**src/rtl/multicycle_sequencer.sv**
```systemverilog
// Registered multicycle control sequencer: state, decode, memory handshake, HALT and counters.
// Define MCSEQ_MEM_TIMEOUT_EN to bound memory wait states and trap to FAULT on expiry.
module multicycle_sequencer #(
  parameter int unsigned OP_SIZE     = 6,
  parameter int unsigned ALU_OP_SIZE = 4,
  parameter int unsigned COUNT_WIDTH = 32,
  parameter logic [OP_SIZE-1:0] OPC_LOAD   = 6'h01,
  parameter logic [OP_SIZE-1:0] OPC_STORE  = 6'h02,
  parameter logic [OP_SIZE-1:0] OPC_BRANCH = 6'h03,
  parameter logic [OP_SIZE-1:0] OPC_JUMP   = 6'h04,
  parameter logic [OP_SIZE-1:0] OPC_LOADI  = 6'h05,
  parameter logic [OP_SIZE-1:0] OPC_HALT   = 6'h3F,
  parameter logic [ALU_OP_SIZE-1:0] ALU_ADD = 4'h0,
  parameter logic [ALU_OP_SIZE-1:0] ALU_CMP = 4'h1,
  parameter int unsigned MEM_TIMEOUT = 16
) (
  input  logic                   clk,
  input  logic                   reset,
  input  logic [OP_SIZE-1:0]     opcode,
  input  logic                   mem_ready,
  input  logic                   branch_taken,
  output logic [3:0]             state,
  output logic                   mem_req,
  output logic                   mem_write,
  output logic                   mem_addr_sel,
  output logic                   ir_write,
  output logic                   pc_write,
  output logic [1:0]             pc_src,
  output logic                   reg_write,
  output logic [1:0]             reg_write_sel,
  output logic                   alu_src_a,
  output logic [1:0]             alu_src_b,
  output logic [ALU_OP_SIZE-1:0] alu_op,
  output logic                   retire,
  output logic                   halted,
  output logic                   fault,
  output logic [COUNT_WIDTH-1:0] cycle_count,
  output logic [COUNT_WIDTH-1:0] retired_count
);

  typedef enum logic [3:0] {
    StFetch   = 4'd0,
    StDecode  = 4'd1,
    StExec    = 4'd2,
    StMemAddr = 4'd3,
    StMemRd   = 4'd4,
    StMemWr   = 4'd5,
    StWbAlu   = 4'd6,
    StWbMem   = 4'd7,
    StWbImm   = 4'd8,
    StBranch  = 4'd9,
    StJump    = 4'd10,
    StHalt    = 4'd11,
    StFault   = 4'd12
  } state_e;

  if (MEM_TIMEOUT == 0) begin : g_bad_timeout
    $error("MEM_TIMEOUT must be at least 1");
  end

  state_e                 state_q, state_d;
  logic                   halt_seen_q;
  logic [COUNT_WIDTH-1:0] cycle_q, retired_q;
  logic                   timeout;

  assign state         = state_q;
  assign cycle_count   = cycle_q;
  assign retired_count = retired_q;

`ifdef MCSEQ_MEM_TIMEOUT_EN
  localparam int unsigned WaitW = $clog2(MEM_TIMEOUT + 1);
  localparam logic [WaitW-1:0] WaitLast = WaitW'(MEM_TIMEOUT - 1);

  logic [WaitW-1:0] wait_q, wait_d;
  logic             mem_state;

  assign mem_state = (state_q == StFetch) || (state_q == StMemRd) || (state_q == StMemWr);
  // Last permitted wait cycle; a ready in this same cycle still completes the access.
  assign timeout   = mem_state && !mem_ready && (wait_q == WaitLast);
  assign fault     = (state_q == StFault);

  // Every entry into a memory state comes from a different state, so a change clears it.
  always_comb begin
    wait_d = wait_q;
    if (state_d != state_q) begin
      wait_d = '0;
    end else if (mem_state && !mem_ready) begin
      wait_d = wait_q + WaitW'(1);
    end
  end
`else
  assign timeout = 1'b0;
  assign fault   = 1'b0;
`endif

  always_comb begin
    state_d       = state_q;
    mem_req       = 1'b0;
    mem_write     = 1'b0;
    mem_addr_sel  = 1'b0;
    ir_write      = 1'b0;
    pc_write      = 1'b0;
    pc_src        = 2'd0;
    reg_write     = 1'b0;
    reg_write_sel = 2'd0;
    alu_src_a     = 1'b0;
    alu_src_b     = 2'd0;
    alu_op        = ALU_ADD;
    retire        = 1'b0;
    halted        = 1'b0;
    case (state_q)
      StFetch: begin
        mem_req = 1'b1;
        if (timeout) begin
          state_d = StFault;
        end else if (mem_ready) begin
          ir_write = 1'b1;
          pc_write = 1'b1;
          pc_src   = 2'd2;
          state_d  = StDecode;
        end
      end
      StDecode: begin
        // ALUOut gets PC + shifted offset, ready for a branch.
        alu_src_b = 2'd2;
        if (opcode == OPC_LOAD || opcode == OPC_STORE) state_d = StMemAddr;
        else if (opcode == OPC_BRANCH)                 state_d = StBranch;
        else if (opcode == OPC_JUMP)                   state_d = StJump;
        else if (opcode == OPC_LOADI)                  state_d = StWbImm;
        else if (opcode == OPC_HALT)                   state_d = StHalt;
        else                                           state_d = StExec;
      end
      StExec: begin
        alu_src_a = 1'b1;
        alu_src_b = 2'd1;
        alu_op    = opcode[ALU_OP_SIZE-1:0];
        state_d   = StWbAlu;
      end
      StMemAddr: begin
        alu_src_a = 1'b1;
        alu_src_b = 2'd3;
        state_d   = (opcode == OPC_STORE) ? StMemWr : StMemRd;
      end
      StMemRd: begin
        mem_req      = 1'b1;
        mem_addr_sel = 1'b1;
        if (timeout)        state_d = StFault;
        else if (mem_ready) state_d = StWbMem;
      end
      StMemWr: begin
        mem_req      = 1'b1;
        mem_write    = 1'b1;
        mem_addr_sel = 1'b1;
        if (timeout) begin
          state_d = StFault;
        end else if (mem_ready) begin
          retire  = 1'b1;
          state_d = StFetch;
        end
      end
      StWbAlu: begin
        reg_write     = 1'b1;
        reg_write_sel = 2'd1;
        retire        = 1'b1;
        state_d       = StFetch;
      end
      StWbMem: begin
        reg_write     = 1'b1;
        reg_write_sel = 2'd0;
        retire        = 1'b1;
        state_d       = StFetch;
      end
      StWbImm: begin
        reg_write     = 1'b1;
        reg_write_sel = 2'd2;
        retire        = 1'b1;
        state_d       = StFetch;
      end
      StBranch: begin
        alu_src_a = 1'b1;
        alu_src_b = 2'd1;
        alu_op    = ALU_CMP;
        pc_src    = 2'd0;
        pc_write  = branch_taken;
        retire    = 1'b1;
        state_d   = StFetch;
      end
      StJump: begin
        pc_write = 1'b1;
        pc_src   = 2'd1;
        retire   = 1'b1;
        state_d  = StFetch;
      end
      StHalt: begin
        halted = 1'b1;
        retire = !halt_seen_q;
      end
      StFault: begin
        state_d = StFault;
      end
      default: begin
        state_d = StFetch;
      end
    endcase
  end

  always_ff @(posedge clk) begin
    if (reset) begin
      state_q     <= StFetch;
      halt_seen_q <= 1'b0;
      cycle_q     <= '0;
      retired_q   <= '0;
`ifdef MCSEQ_MEM_TIMEOUT_EN
      wait_q      <= '0;
`endif
    end else begin
      state_q     <= state_d;
      halt_seen_q <= (state_q == StHalt);
      cycle_q     <= cycle_q + COUNT_WIDTH'(1);
      if (retire) retired_q <= retired_q + COUNT_WIDTH'(1);
`ifdef MCSEQ_MEM_TIMEOUT_EN
      wait_q      <= wait_d;
`endif
    end
  end

endmodule

```
**config.mk**
```make
export PLATFORM = sky130hd
export DESIGN_NAME = multicycle_sequencer
export DESIGN_NICKNAME = d
export VERILOG_FILES = /design/src/rtl/multicycle_sequencer.sv
export SDC_FILE = /design/constraint.sdc
export NUM_CORES = 1
export LEC_CHECK = 0
export ABC_CLOCK_PERIOD_IN_PS = 1900
export CAP_MARGIN = 25
export CORE_MARGIN = 2
export CORE_UTILIZATION = 44
export DETAILED_ROUTE_END_ITERATION = 8
export PLACE_DENSITY = 0.84
export RECOVER_POWER = 100
export SYNTH_ARGS = -nofsm -noshare
export SYNTH_HDL_FRONTEND = slang
export SYNTH_SLANG_ARGS = --single-unit
```
**constraint.sdc**
```tcl
create_clock -name clk -period 1.9 [get_ports clk]
set_input_delay 0.38 -clock clk [delete_from_list [all_inputs] [get_ports clk]]
set_output_delay 0.38 -clock clk [all_outputs]
set_load 0.02 [all_outputs]
```
### Word level (Yosys, flattened, before mapping)

Cells that the tools add are included.

* add/subtract/negate cells: 2
* eq/ne operators: 21
* muxes and demuxes: 25
* bitwise operators: 1
* reductions and logical operators: 10

Operators by type and width (count)
* $add A32 B1 Y32 const B: 2
* $mux W4: 8
* $pmux W4 S8: 1
* $eq A4 B4 Y1 const B: 5
* $eq A4 B3 Y1 const B: 4
* $eq A6 B2 Y1 const B: 2
* $eq A6 B3 Y1 const B: 2
* $mux W1: 9
* $reduce_or A3 Y1: 3
* $eq A4 B2 Y1 const B: 2
* $pmux W2 S2: 2
* $pmux W4 S2: 1
* $eq A6 B1 Y1 const B: 1
* $eq A6 B6 Y1 const B: 1
* $ne A2 B2 Y1 const B: 3
* $pmux W1 S3: 2
* $pmux W2 S3: 1
* $reduce_or A5 Y1: 1
* $eq A4 B1 Y1 const B: 1
* $logic_not A4 Y1: 1
* $reduce_and A4 Y1: 1
* $reduce_or A2 Y1: 2
* $mux W2: 1
* $logic_not A1 Y1: 1
* other kinds (2): 2

* flip-flop bits (word level): 69
* input port bits: 10
* word-level logic and storage cells: 63

### Depth between registers and ports, before layout

Gate-level depths: netlist of the first run.

* depth after elaboration: 7
* gate-level depth with buffers: 7
* mapped depth without buffers: 5

### Worst setup path before layout of the first run

OpenSTA, ideal clock, no wires.

* kind: register -> output
* start point: reg state_q[2] (netlist: state[2])
* end point: out reg_write
* arrival: 1.864 ns
* data required time: 1.520 ns
* path slack: -0.344 ns
* stages on the path, launching flop included: 5
* buffers on the path: 2
* path through: dfxtp_1 > clkbuf_1 > clkbuf_1 > nor4b_1 > a21o_1

* longest elaborated chain between the ends: 3
* elaborated cells between the ends (all ways): 5

RTL lines
* start: declaration: line 61 `state_e state_q, state_d;`
* start signal: assignment: line 209 `state_q <= StFetch;`
* start signal: assignment: line 217 `state_q <= state_d;`
* $eq A4 B4 Y1 or $eq A4 B3 Y1 (tied branches): line 111 `case (state_q)`
* $reduce_or A3 Y1 (no line) (*)
* $mux W1 (*): line 111
* end: declaration: line 29 `output logic reg_write,`

Every way passes the cells marked *; elsewhere a longest branch is shown, timed or not.

### Final worst setup path of the first run

* start point: reg retired_q[2] (netlist: retired_count[2])
* end point: reg retired_q[29] (netlist: retired_count[29])

* longest elaborated chain between the ends: 1

RTL lines
* start: declaration: line 63 `logic [COUNT_WIDTH-1:0] cycle_q, retired_q;`
* start signal: assignment: line 220 `if (retire) retired_q <= retired_q + COUNT_WIDTH'(1);`
* $add A32 B1 Y32: line 220

No other way between the ends.
A chain may end at the register's enable or synchronous reset.

==> metrics, run 1 <==
Synth area leaders dfxtp_1 (38%), a21oi_1 (6.3%), o31ai_1 (5.1%), or4_1 (5.1%), nor2_1 (3.5%); # diodes 0; slowest cell delay on critical path 600 ps; syn_nets 462; buffer depth of the longest clock path 2; Yosys reg bits 69; Worst Max-Slew Pin Slew 753 ps; P per Cell Area 583 nW/um2; CP required 2120 ps; dpl ws -408 ps; Clock Latency Late Sink 340 ps; die width 95.5 um; largest family of logic cells by synthesized area simple AND/OR/NAND/NOR gates; Final WS setup 35.9 ps; Post-synth top cells dfxtp_1 (69), a21oi_1 (46), nor2_1 (34); vias per cell 5.79; CTS sink cnt 69; Synth Area in XOR/XNOR 3.09%; Post-Route WL 11000 um; global-route usage over all layers 23.2%; pins over their slew limit 0; crit-path max FO 6; stages on the worst setup path 4; Yosys Warn Count 0; largest net degree at the start of global routing 39; # IOs 98; Rows 33; Max Clock Freq 536 MHz; antenna violations before repair 0; Yosys top cell area share 37.5%; Port-buffer cells 96; Post-Syn Area per Cell 8.18 um2; First-pass DRT Iterations 4; outcome completed; Syn-to-layout area delta 51.7%; ys flop type dfxtp_1; worst reg-to-reg path cell count 4; Post-Syn Area 3680 um2; die height 95.5 um; Distinct cells, synth 52; initial drt markers 213; vias in the first global route 3817; crit path launch retired_count[2]; drt wl/cell 15.6 um; Final #Nets 608; Lkg Pwr 2.07 nW; DP Cell Count 683; Initial Utilization 45.0%; count of final hold-check violations 0; layout cells sized above 1 29.3%; Period Utilization, post-route 98.1%; Min-Delay Path Class reg -> reg; TritonCTS clock tree yes; number of buffer and inverter stages on the critical path 0; critical path's top delay family simple AND/OR/NAND/NOR gates; first-pass GRT wire length 17100 um; DRC viols 0; hold slack 454 ps; crit path max-delay cell type or4_4; most common cell in the synthesized netlist dfxtp_1; EDFF count, synth 0; fin cells 706; Synth Instances 450; min cycle time layout 1860 ps; CP Cell Sequence nand3_4, or4_4, nor4_2, mux2_2; number of nets still failing antenna checks after routing 0; critical path class reg -> reg; total gr overflow 0; Max VDD drop 395 uV; Max-Cap Viols 0; mux share of post-synthesis cell area 3.30%; Post-Synth Simple-Gate Area 33.9%; CP Launch Type flip-flop; Finish-stage setup viols 0; Worst-path clk slew 80 ps; R2R setup slack 40 ps; setup repair after global routing missed its margin true; Core Box Area 8180 um2; die area 9110 um2; RR Endpoint retired_count[29]; Synth Area in Compound Gates 16.7%; CTS Buf Count 9; clock skew 12.5 ps; Post-synth ARST share 0%; worst r2r src retired_count[2]; gp weighted congestion 0.843; leading area contributor after synthesis dfxtp_1; root buffer cell clkbuf_8; Adder-Cell Fraction of Synth Area 0.680%; DR vias 4087; CP endpoint kind flip-flop; critical path arrival 2090 ps; register area share after synthesis 37.5%; relative slew slack 49.8%; Post-DP HPWL 7620 um; CP endpoint retired_count[29]; H-tree Lvls 3
==> cell families (layout without fill, tap and decap cells) <==
family / Yosys count / after routing
flops: 69 / 69
other cells: 1 / 1
fa+ha+maj: 2 / 2
compound gates: 101 / 101
simple gates: 213 / 215
mux: 11 / 11
buf+inv: 40 / 189
xor+xnor: 13 / 13
==> sequential cells by signal (all words and copies together) (netlist names) <==
name           cells
state              4
halt_seen_q        1
retired_count     32
cycle_count       32
==> cell type report <==
| cell class | instances | area [um2] |
|---|---|---|
| fill | 667 | 2590 |
| tap | 105 | 131 |
| clock inverter | 4 | 25.0 |
| clock buffer | 12 | 178 |
| multi-input combinational | 343 | 2330 |
| timing repair buffer | 167 | 1450 |
| sequential | 69 | 1450 |
| inverter | 6 | 22.5 |
==> per-layer routing <==
layer | GRT usage [%] | wire length [um] | vias up
li1 | - | - | 1973
met1 | 28.0 | 4650 | 1965
met2 | 41.7 | 5570 | 140
met3 | 4.74 | 653 | 9
met4 | 6.31 | 108 | 0
met5 | 0 | 0 | -
==> power by group <==
| part | internal [mW] | switching [mW] |
|---|---|---|
| Clock | 0.636 | 0.594 |
| Combinational | 0.245 | 0.286 |
| Sequential | 1.46 | 0.0402 |
==> cell usage in the layout, fill, tap and decap left out, types with 5 or more instances in the layout <==
cell type,instances
a21oi_1,42
and2_1,6
and3_1,13
and4_1,10
buf_2,8
buf_4,68
clkbuf_2,5
clkbuf_8,9
clkdlybuf4s50_1,72
dfxtp_1,43
dfxtp_2,13
dfxtp_4,13
dlygate4sd2_1,6
inv_1,6
mux2_2,8
nand2_1,27
nand3_1,18
nand4_1,13
nor2_1,33
nor2b_1,14
nor4_2,5
o21ai_0,15
o31ai_1,24
or3_1,13
or4_1,23
or4_4,6
xor2_1,9
==> worst reg2reg max path, cell delays in order (launching register included) <==
cell	delay (ps)
dfxtp_4	380
nand3_4	100
or4_4	600
nor4_2	310
mux2_2	370
==> how the worst min path moves through the flow <==
stage	start	end	slack [ps]	cells past startpoint
after global routing	cycle_count[0]	cycle_count[0]	480	1
after floorplan	cycle_count[0]	cycle_count[0]	480	1
final	cycle_count[0]	cycle_count[0]	450	1
after detailed placement	cycle_count[0]	cycle_count[0]	440	1
after CTS	cycle_count[0]	cycle_count[0]	460	1
after global placement	cycle_count[0]	cycle_count[0]	430	1
==> repair_timing <==
item	CTS	global route
pin swaps	3	8
gates resized for setup	65	41
hold buffers	0	0
cloned	0	3
setup buffers	2	2
setup endpoints to repair	41	42
==> per-stage QoR <==
stage	utilization [%]	setup TNS, ps	area (um2)	power [mW]
6_report	68.3	0	5590	3.26
5_1_grt	68.3	-57.9	5590	3.38
4_1_cts	66.7	-0.254	5450	3.27
3_5_place_dp	63.8	-9960	5220	2.08
3_3_place_gp	63.8	-8730	5220	2.06
2_1_floorplan	-	-7.20	3790	1.79
Power figures use the tool's default switching activity.
==> run 2, diff against run 1 <==
--- a/config.mk
+++ b/config.mk
@@ -10,7 +10,7 @@
 export CORE_MARGIN = 2
 export CORE_UTILIZATION = 44
 export DETAILED_ROUTE_END_ITERATION = 8
-export PLACE_DENSITY = 0.84
+export PLACE_DENSITY = 0.77
 export RECOVER_POWER = 100
 export SYNTH_ARGS = -nofsm -noshare
 export SYNTH_HDL_FRONTEND = slang
==> run 2 against run 1 <==
Combinational power fell by 6.6%; critical path depth did not move; utilization fell by 1.7 points; first-iteration DRC count fell by 12%; worst hold slack got worse by 5.4 ps; non-clock buffer count fell by 6; die area did not move; clock power fell by 5%; flip-flop and latch count did not move; via count fell by 2.4%; cell area fell by 2.5%; critical endpoint is now retired_count[31]; largest cell class unchanged.
==> metrics, run 2 (synthesis results as in run 1) <==
root buffer cell clkbuf_8; DR vias 3990 (-2.4%); total gr overflow 0 (unchanged); commonest cells after routing, fill and taps aside clkdlybuf4s50_1 (73), buf_4 (63), a21oi_1 (46); TritonCTS clock tree yes; Syn-to-layout area delta 48.0%; Min-Delay Path Class reg -> reg; antenna violations before repair 0 (unchanged); # diodes 0 (unchanged); cell area after layout 5450 um2 (-2.5%); buffer depth of the longest clock path 2 (unchanged); Core Box Area 8180 um2 (unchanged); relative slew slack 62.7% (+13 points); CTS sink cnt 69 (unchanged); Rows 33 (unchanged); initial drt markers 188 (-12%); CP required 2140 ps (+20 ps); Port-buffer cells 96 (unchanged); Finish-stage setup viols 0 (unchanged); vias per cell 5.71 (-1.4%); P per Cell Area 580 nW/um2 (-0.50%); Max VDD drop 364 uV (-7.9%); gp weighted congestion 0.816 (-3.2%); CP endpoint kind flip-flop; CTS Buf Count 9 (unchanged); Sequential Power Share 47.3% (+1.4 points); Net Sw Frac 28.3% (about the same); Worst Max-Slew Pin Slew 560 ps (-193 ps); die height 95.5 um (unchanged); layout cells sized above 1 27.3% (-2.0 points); pins over their slew limit 0 (unchanged); Final #Nets 601 (-1.2%); outcome completed; fillcell total 683 (+2.4%); clock skew 13.9 ps (+1.39 ps); global-route usage over all layers 23.1% (-0.13 points); H-tree Lvls 3 (unchanged); Period Utilization, post-route 97.6% (-0.54 points); Post-DP HPWL 7310 um (-4.0%); Max Clock Freq 539 MHz (+0.55%); die width 95.5 um (unchanged); number of nets still failing antenna checks after routing 0 (unchanged); total negative slack 0 ps (unchanged); First-pass DRT Iterations 4 (unchanged); critical path class reg -> reg; clock share of power 37.0% (-0.8 points); area post-placement 5190 um2 (-0.62%); Logic pwr share 15.7% (-0.6 points); drt wl/cell 14.8 um (-5.0%); critical path arrival 2090 ps (about the same); Cell Int Power 2.27 mW (-2.9%); min cycle time layout 1850 ps (-10.2 ps); CP Launch Type flip-flop; # IOs 98 (unchanged); Worst-path clk slew 80 ps (about the same); vias in the first global route 3720 (-2.5%); largest net degree at the start of global routing 32 (-18%); crit-path max FO 6 (unchanged); Post-CTS Hold Buffers 0 (unchanged); die area 9110 um2 (unchanged); Max-Cap Viols 0 (unchanged); Post-Route WL 10300 um (-6.0%); count of final hold-check violations 0 (unchanged); Initial Utilization 45.0% (unchanged); DRC viols 0 (unchanged); Clock Latency Late Sink 350 ps (about the same); Lkg Pwr 2.00 nW (-3.6%); commonest non-fill, non-tap cell in the layout clkdlybuf4s50_1; Net Sw Power 0.893 mW (-3.1%); first-pass GRT wire length 16900 um (-1.5%)
run 2: path summary, 6_finish.rpt:
kind	from	to	slack, ps	cells past startpoint
setup / recovery	retired_count[0]	retired_count[31]	50	4
hold / removal	cycle_count[0]	cycle_count[0]	450	1
setup reg to reg	retired_count[0]	retired_count[31]	50	4
hold reg to reg	cycle_count[0]	cycle_count[0]	450	1
run 2: stage by stage:
step                hold slack, ps  total power [mW]  worst slack [ps]  utilization (%)  std cells
detailed placement             447              2.05              -395             63.4        677
global placement               441              2.04              -402             63.4        677
finish                         448              3.16              46.1             66.6        699
CTS                            460              3.21             -3.67             66.2        693
global route                   467              3.31             -10.5             66.6        699
floorplan                      478              1.79             -7.20                -        450
run 2: power by group through the flow:
stage          clock (mW)  combinational (mW)  sequential [mW]
2_1_floorplan           0               0.256             1.53
3_3_place_gp            0               0.519             1.52
3_5_place_dp            0               0.527             1.52
6_report             1.17               0.496             1.50
5_1_grt              1.27               0.538             1.50
4_1_cts              1.20               0.518             1.49
run 2: worst max-delay path: stages, from the launching register on:
cell and delay (ps):
dfxtp_4 380, nand3_4 100, or4_4 620, nor4_2 290
mux2_2 360
run 2: timing repair:
action / 4_1_cts / 5_1_grt
endpoints found under the hold margin: 0 / 0
setup buffers: 0 / 5
gates cloned: 0 / 1
pin swaps: 0 / 6
resized for setup: 65 / 35
setup endpoints to repair: 33 / 42
run 2: layout make-up:
type	count	area, um2	share of cell area (%)
Multi-Input combinational cell	342	2270	41.6
Sequential cell	69	1440	26.5
Timing Repair Buffer	161	1390	25.5
Clock buffer	12	166	3.06
Tap cell	105	131	2.41
Clock inverter	4	28.8	0.528
Inverter	6	22.5	0.414
run 2: per-layer routing:
layer  share of wire (%)  GRT usage [%]
met5                   0              0
met4                 1.2           6.79
met3                 5.2           5.38
met2                  51           40.4
met1                  43           28.1
